==> config.mk <==
export PLATFORM = sky130hd
export DESIGN_NAME = mem_stack_responder
export DESIGN_NICKNAME = d
export VERILOG_FILES = /design/src/rtl/mem_stack_responder_pkg.sv /design/src/rtl/mem_stack_responder_bank_port.sv /design/src/rtl/mem_stack_responder.sv
export SDC_FILE = /design/constraint.sdc
export NUM_CORES = 1
export LEC_CHECK = 0
export ABC_AREA = 1
export BUFFER_PORTS_ARGS = -buffer_cell sky130_fd_sc_hd__buf_2
export CELL_PAD_IN_SITES_DETAIL_PLACEMENT = 1
export CELL_PAD_IN_SITES_GLOBAL_PLACEMENT = 2
export CORE_AREA = 2 2 112 114
export CTS_BUF_LIST = sky130_fd_sc_hd__clkbuf_16
export DETAILED_ROUTE_END_ITERATION = 8
export DIE_AREA = 0 0 114 116
export PLACE_DENSITY_LB_ADDON = 0.25
export RECOVER_POWER = 25
export SLEW_MARGIN = 25
export SYNTH_ARGS = -nofsm -noshare
export SYNTH_HDL_FRONTEND = slang
export SYNTH_SLANG_ARGS = --single-unit
==> constraint.sdc <==
create_clock -name clock -period 2.3 [get_ports clock]
set_input_delay 0.46 -clock clock [delete_from_list [all_inputs] [get_ports clock]]
set_output_delay 0.46 -clock clock [all_outputs]
set_load 0.05 [all_outputs]
==> src/rtl/mem_stack_responder_pkg.sv <==
// Shared definitions for the memory/stack responder.
// The load-source encodings are the same ones the control path's load mux
// decodes, so both sides agree on which requests need a read.
// No ports: package only.
package mem_stack_responder_pkg;

  // Load-source encodings; bit 1 set means the value comes from a RAM bank.
  localparam logic [1:0] LD_SELF = 2'b00;
  localparam logic [1:0] LD_ALU  = 2'b01;
  localparam logic [1:0] LD_MEM  = 2'b10;
  localparam logic [1:0] LD_STK  = 2'b11;

  typedef enum logic [1:0] {
    ST_IDLE    = 2'd0,
    ST_RD_WAIT = 2'd1,
    ST_WR      = 2'd2,
    ST_DONE    = 2'd3
  } state_t;

  // True when any address bit at or above position aw is set, i.e. the
  // address does not fit the target bank and will be truncated.
  function automatic logic addr_overflow(input logic [31:0] addr, input int unsigned aw);
    return (addr >> aw) != 32'd0;
  endfunction

endpackage

==> src/rtl/mem_stack_responder_bank_port.sv <==
// One RAM bank interface: truncates the request address to the bank width,
// flags overflow, and registers the address, write data and write enable
// that drive the synchronous single-port RAM.
// Ports:
//   clock, reset  system clock, synchronous active-high reset
//   load          capture addr_in/wdata_in this cycle (request accepted)
//   addr_in       full-width request address
//   wdata_in      store data
//   we_next       write enable for the next cycle
//   addr          registered bank address (holds when not loaded)
//   wdata         registered bank write data
//   we            registered bank write enable
//   ovf           combinational: addr_in has bits set above the bank width
module mem_stack_responder_bank_port
  import mem_stack_responder_pkg::*;
#(
  parameter int DATA_W = 16,
  parameter int AW     = 12
) (
  input  logic              clock,
  input  logic              reset,
  input  logic              load,
  input  logic [DATA_W-1:0] addr_in,
  input  logic [DATA_W-1:0] wdata_in,
  input  logic              we_next,
  output logic [AW-1:0]     addr,
  output logic [DATA_W-1:0] wdata,
  output logic              we,
  output logic              ovf
);

  assign ovf = addr_overflow(32'(addr_in), AW);

  // NOTE: clocked state uses non-blocking assignments so every register
  // samples pre-edge values, independent of statement order.
  always_ff @(posedge clock) begin
    if (reset) begin
      addr  <= '0;
      wdata <= '0;
      we    <= 1'b0;
    end else begin
      we <= we_next;
      if (load) begin
        addr  <= addr_in[AW-1:0];
        wdata <= wdata_in;
      end
    end
  end

endmodule

==> src/rtl/mem_stack_responder.sv <==
// Responder for the control path's load/store protocol. Accepts one request
// at a time, reads the main-memory or stack bank if the load source needs it,
// performs any stores afterwards (so a read of the same location returns the
// old value), then pulses resp_valid. All outputs are registered.
// Ports:
//   clock, reset                   system clock, synchronous active-high reset
//   req_valid/req_ready            request handshake (accepted when both high)
//   req_load_src                   00 self, 01 alu, 10 mem, 11 stk
//   req_store_mem/req_store_stk    store req_wdata to the named bank
//   req_addr/req_wdata             address (ALU result) and store data
//   resp_valid                     one-cycle completion pulse
//   resp_rdata                     last read data, held between reads
//   resp_addr_err                  address overflowed an accessed bank
//   mem_*/stk_*                    synchronous single-port RAM interfaces
module mem_stack_responder
  import mem_stack_responder_pkg::*;
#(
  parameter int DATA_W       = 16,
  parameter int MEM_AW       = 12,
  parameter int STK_AW       = 8,
  parameter int READ_LATENCY = 1
) (
  input  logic              clock,
  input  logic              reset,
  input  logic              req_valid,
  input  logic [1:0]        req_load_src,
  input  logic              req_store_mem,
  input  logic              req_store_stk,
  input  logic [DATA_W-1:0] req_addr,
  input  logic [DATA_W-1:0] req_wdata,
  output logic              req_ready,
  output logic              resp_valid,
  output logic [DATA_W-1:0] resp_rdata,
  output logic              resp_addr_err,
  output logic [MEM_AW-1:0] mem_addr,
  output logic [DATA_W-1:0] mem_wdata,
  output logic              mem_we,
  input  logic [DATA_W-1:0] mem_rdata,
  output logic [STK_AW-1:0] stk_addr,
  output logic [DATA_W-1:0] stk_wdata,
  output logic              stk_we,
  input  logic [DATA_W-1:0] stk_rdata
);

  state_t     state, state_next;
  logic [1:0] rd_cnt;
  logic       cap_rd_stk, cap_st_mem, cap_st_stk, cap_noop, cap_err;

  logic accept, read_done, resp_next;
  logic use_mem, use_stk, mem_ovf, stk_ovf;
  logic st_mem_eff, st_stk_eff;

  assign accept  = req_valid && req_ready;
  assign use_mem = (req_load_src == LD_MEM) || req_store_mem;
  assign use_stk = (req_load_src == LD_STK) || req_store_stk;

  // The bank address is first presented in the cycle after accept, and the
  // RAM needs READ_LATENCY more cycles before its rdata reflects it.
  assign read_done = (state == ST_RD_WAIT) && (rd_cnt == 2'(READ_LATENCY));

  // Entering WR straight from IDLE uses the live request; otherwise the
  // captured copy.
  assign st_mem_eff = (state == ST_IDLE) ? req_store_mem : cap_st_mem;
  assign st_stk_eff = (state == ST_IDLE) ? req_store_stk : cap_st_stk;

  // NOTE: every always_comb output gets a default first so no path leaves it
  // unassigned, which would infer a latch.
  always_comb begin
    state_next = state;
    resp_next  = 1'b0;
    unique case (state)
      ST_IDLE: begin
        if (accept) begin
          if (req_load_src[1])                     state_next = ST_RD_WAIT;
          else if (req_store_mem || req_store_stk) state_next = ST_WR;
          else                                     state_next = ST_DONE;
        end
      end
      ST_RD_WAIT: if (read_done) state_next = (cap_st_mem || cap_st_stk) ? ST_WR : ST_DONE;
      ST_WR:      state_next = ST_DONE;
      ST_DONE:    state_next = ST_IDLE;
      default:    state_next = ST_IDLE;
    endcase
    // Worked requests pulse while in DONE. A bare request has nothing to wait
    // on, so its pulse lands the cycle after DONE, two cycles after accept.
    resp_next = ((state_next == ST_DONE) && (state != ST_IDLE)) ||
                ((state == ST_DONE) && cap_noop);
  end

  always_ff @(posedge clock) begin
    if (reset) begin
      state         <= ST_IDLE;
      req_ready     <= 1'b1;
      resp_valid    <= 1'b0;
      resp_rdata    <= '0;
      resp_addr_err <= 1'b0;
      rd_cnt        <= '0;
      cap_rd_stk    <= 1'b0;
      cap_st_mem    <= 1'b0;
      cap_st_stk    <= 1'b0;
      cap_noop      <= 1'b0;
      cap_err       <= 1'b0;
    end else begin
      state         <= state_next;
      req_ready     <= (state_next == ST_IDLE);
      resp_valid    <= resp_next;
      resp_addr_err <= resp_next && cap_err;
      if (accept) begin
        rd_cnt     <= '0;
        cap_rd_stk <= (req_load_src == LD_STK);
        cap_st_mem <= req_store_mem;
        cap_st_stk <= req_store_stk;
        cap_noop   <= !req_load_src[1] && !req_store_mem && !req_store_stk;
        cap_err    <= (use_mem && mem_ovf) || (use_stk && stk_ovf);
      end else if (state == ST_RD_WAIT) begin
        rd_cnt <= rd_cnt + 2'd1;
      end
      if (read_done) resp_rdata <= cap_rd_stk ? stk_rdata : mem_rdata;
    end
  end

  mem_stack_responder_bank_port #(.DATA_W(DATA_W), .AW(MEM_AW)) u_mem_port (
    .clock    (clock),
    .reset    (reset),
    .load     (accept && use_mem),
    .addr_in  (req_addr),
    .wdata_in (req_wdata),
    .we_next  ((state_next == ST_WR) && st_mem_eff),
    .addr     (mem_addr),
    .wdata    (mem_wdata),
    .we       (mem_we),
    .ovf      (mem_ovf)
  );

  mem_stack_responder_bank_port #(.DATA_W(DATA_W), .AW(STK_AW)) u_stk_port (
    .clock    (clock),
    .reset    (reset),
    .load     (accept && use_stk),
    .addr_in  (req_addr),
    .wdata_in (req_wdata),
    .we_next  ((state_next == ST_WR) && st_stk_eff),
    .addr     (stk_addr),
    .wdata    (stk_wdata),
    .we       (stk_we),
    .ovf      (stk_ovf)
  );

endmodule

==> impl_results.md <==
- Synth Area in XOR/XNOR: 0
- Fillers: 1498
- Die area: 13200 µm²
- Post-layout util: 0.349
- Async SR Flop Fraction: 0
- Worst-path clk slew: 0.06 ns
- Largest family of logic cells by synthesized area: compound AO/OA/AOI/OAI gates
- Post-DP HPWL: 6670 µm
- Skew final: 0.00567 ns
- Post-synthesis register bit count: 82
- N_diodes: 0
- Synth Area in Compound Gates: 0.260
- Cells after synthesis: 379
- CTS resizes: 0
- Origin of the critical flop-to-flop path: req_ready
- Die Y: 116 µm
- Synth cell types: 26
- Worst path required time: 2.56 ns
- Largest net degree at the start of global routing: 55
- Area contributors post-synth: dfxtp_1 (54%), o21ai_0 (11%), a21oi_1 (8.8%)
- Measured slew at the worst slew-check pin: 0.782 ns
- Total core area: 11900 µm²
- Arr. time, crit path: 2.10 ns
- Drt first pass iters: 4
- Final setup violation count: 0
- Gpl congestion: 0.731
- CTS Hold Bufs: 0
- Grt total ovfl: 0
- Worst hold path type: input port to flop
- Static leakage: 1.99 nW
- Count leader, synth: dfxtp_1
- Crit path launch type: flop
- Placed cells: 649
- TritonCTS buffer count: 9
- Sinks on Clock Net: 82
- Routed Antenna Nets: 0
- MaxCap Viol Count: 0
- Number of synthesized flops with an enable pin: 0
- H-tree depth: 3
- Reg2reg path depth: 6
- CTS root buf: clkbuf_16
- DRC viols: 0
- Setup_tns: 0 ns
- Iter 0 DRT Violations: 97
- IO Port Bufs: 143
- Final min period: 1.84 ns
- Post-Synth Simple-Gate Area: 0.107
- Longest Clk Path Bufs: 2
- Max-slew violation count: 0
- Vias in the first global route: 3078
- Critical Path Fanout Max: 54
- Max Freq: 545 MHz
- WL/cell: 14.0 µm
- Initial antenna violation count: 0
- Initial Util: 0.257
- Fin worst setup slack: 0.465 ns
- IO Pins: 144
- Final hold viol count: 0
- Critical path class: flop to flop
- Synth cell count leaders: dfxtp_1 (82), o21ai_0 (65), a21oi_1 (54)
- Slew headroom: 0.478
- Synth area leader: dfxtp_1
- GRT Total Usage: 0.143
- First-pass GRT wire length: 14900 µm
- Vias/cell: 4.54
- Via count: 3019
- Crit share post-route: 0.798
- Outcome: completed
- Mapped Avg Cell Area: 8.09 µm²
- Synth Area in Adders: 0.00408
- Setup Buffers After CTS: 0
- YS warnings: 0
- Seq/Total Area, Yosys: 0.536
- Main flop type after synthesis: dfxtp_1
- Row count: 40
- DP Worst Slack: 0.375 ns
- Top Usage Layer GRT: met2
- CP endpoint kind: flop
- GRT met1 Usage: 0.175
- RSZ-0062 raised after global routing: false
- Share of the synthesized area in the top cell type: 0.536
- Synth-to-layout area growth: 35.7%
- Setup crit start: req_ready
- Latest clock arrival within the worst-skew pair: 0.33 ns
- Fraction of layout cells with a size suffix above 1: 0.278
- Max IR drop VDD: 0.396 mV
- Grt met2 use: 0.240
- Post-synth net total: 451
- DRT Wirelength: 9280 µm
- Post-synthesis mux area share: 0
- Grt met3 use: 0.0340
- Crit path to: u_mem_port.wdata[6]
- Power Dens Cells: 1130 nW/µm²
- Die span in x: 114 µm
- R2R Setup Slk: 0.46 ns
- CTS tree: built
- Post-Synthesis Cell Area: 3070 µm²
- Final-stage net count: 585
- Fin cells: 665
- Reg2reg end: u_mem_port.wdata[6]
[critical path, cell delays in order (launching register included)]
cell and delay (ns):
dfxtp_1 0.35, nand2_1 0.17, inv_1 0.17, o21ai_1 0.13
inv_2 0.58, o21ai_0 0.19, a21oi_1 0.15
[worst min path at each step]
stage / startpoint / depth (start not counted) / slack [ns] / end
after detailed placement: cap_err / 2 / 0.45 / resp_addr_err
after floorplan: cap_err / 2 / 0.41 / resp_addr_err
after global placement: cap_err / 2 / 0.44 / resp_addr_err
final: reset / 2 / 0.34 / state[0]
after CTS: reset / 2 / 0.34 / state[0]
after global routing: reset / 2 / 0.34 / state[0]
[per-stage QoR]
stage          hold slack [ns]  power (W)  instance area (µm²)
6_report                 0.339    0.00469                 4160
5_1_grt                  0.341    0.00496                 4160
3_5_place_dp             0.446    0.00321                 3880
4_1_cts                  0.340    0.00478                 4200
3_3_place_gp             0.444    0.00319                 3880
2_1_floorplan            0.405    0.00285                 3070
[final cells by class]
| cell class | count | area, µm² | share of cell area |
|---|---|---|---|
| Clock buffer | 9 | 225 | 0.0542 |
| Clock inverter | 7 | 95.1 | 0.0229 |
| Inverter | 40 | 150 | 0.0361 |
| Multi-Input combinational cell | 232 | 1140 | 0.275 |
| Sequential cell | 82 | 1640 | 0.395 |
| Tap cell | 147 | 184 | 0.0442 |
| Timing Repair Buffer | 148 | 721 | 0.173 |
[state kept, by name, summed over array words and instances (netlist names), 2 cells and up]
register          count
u_mem_port.wdata     16
u_stk_port.addr       8
state                 2
u_mem_port.addr      12
u_stk_port.wdata     16
resp_rdata           16
rd_cnt                2
[cell families after synthesis]
kind of cell,Yosys count
and+or+nand+nor,80
adders and majority gates,1
DFF,82
AOI/OAI and AO/OA,151
buffers and inverters,65
[cells in the final DEF, fill, tap and decap left out, types with 2 or more instances in the layout]
cell type,instances
inv_2,2
nor2_1,17
dfxtp_1,82
o211ai_1,3
clkbuf_16,9
o21ai_0,65
a21oi_1,53
clkinv_1,2
bufinv_16,2
clkinvlp_4,3
nand2_1,53
nand2_2,2
a31oi_1,16
o21ai_1,7
nand3_1,6
clkbuf_1,26
buf_4,5
buf_2,117
inv_1,37
o22ai_1,3
[power by group]
group	internal [W]	leakage, nW	switching [W]
clock	0.000949	0.149	0.000598
sequential	0.00163	0.671	0.000125
combinational	0.000307	1.17	0.00108
total	0.00289	1.99	0.00180
[metal layers]
metal,wire length (µm),part of all wire,vias to the layer above
met5,0,0,-
met4,152,0.016,0
met3,502,0.054,10
met2,4390,0.47,75
met1,4230,0.46,1395
li1,-,-,1539
Power figures use the tool's default switching activity.
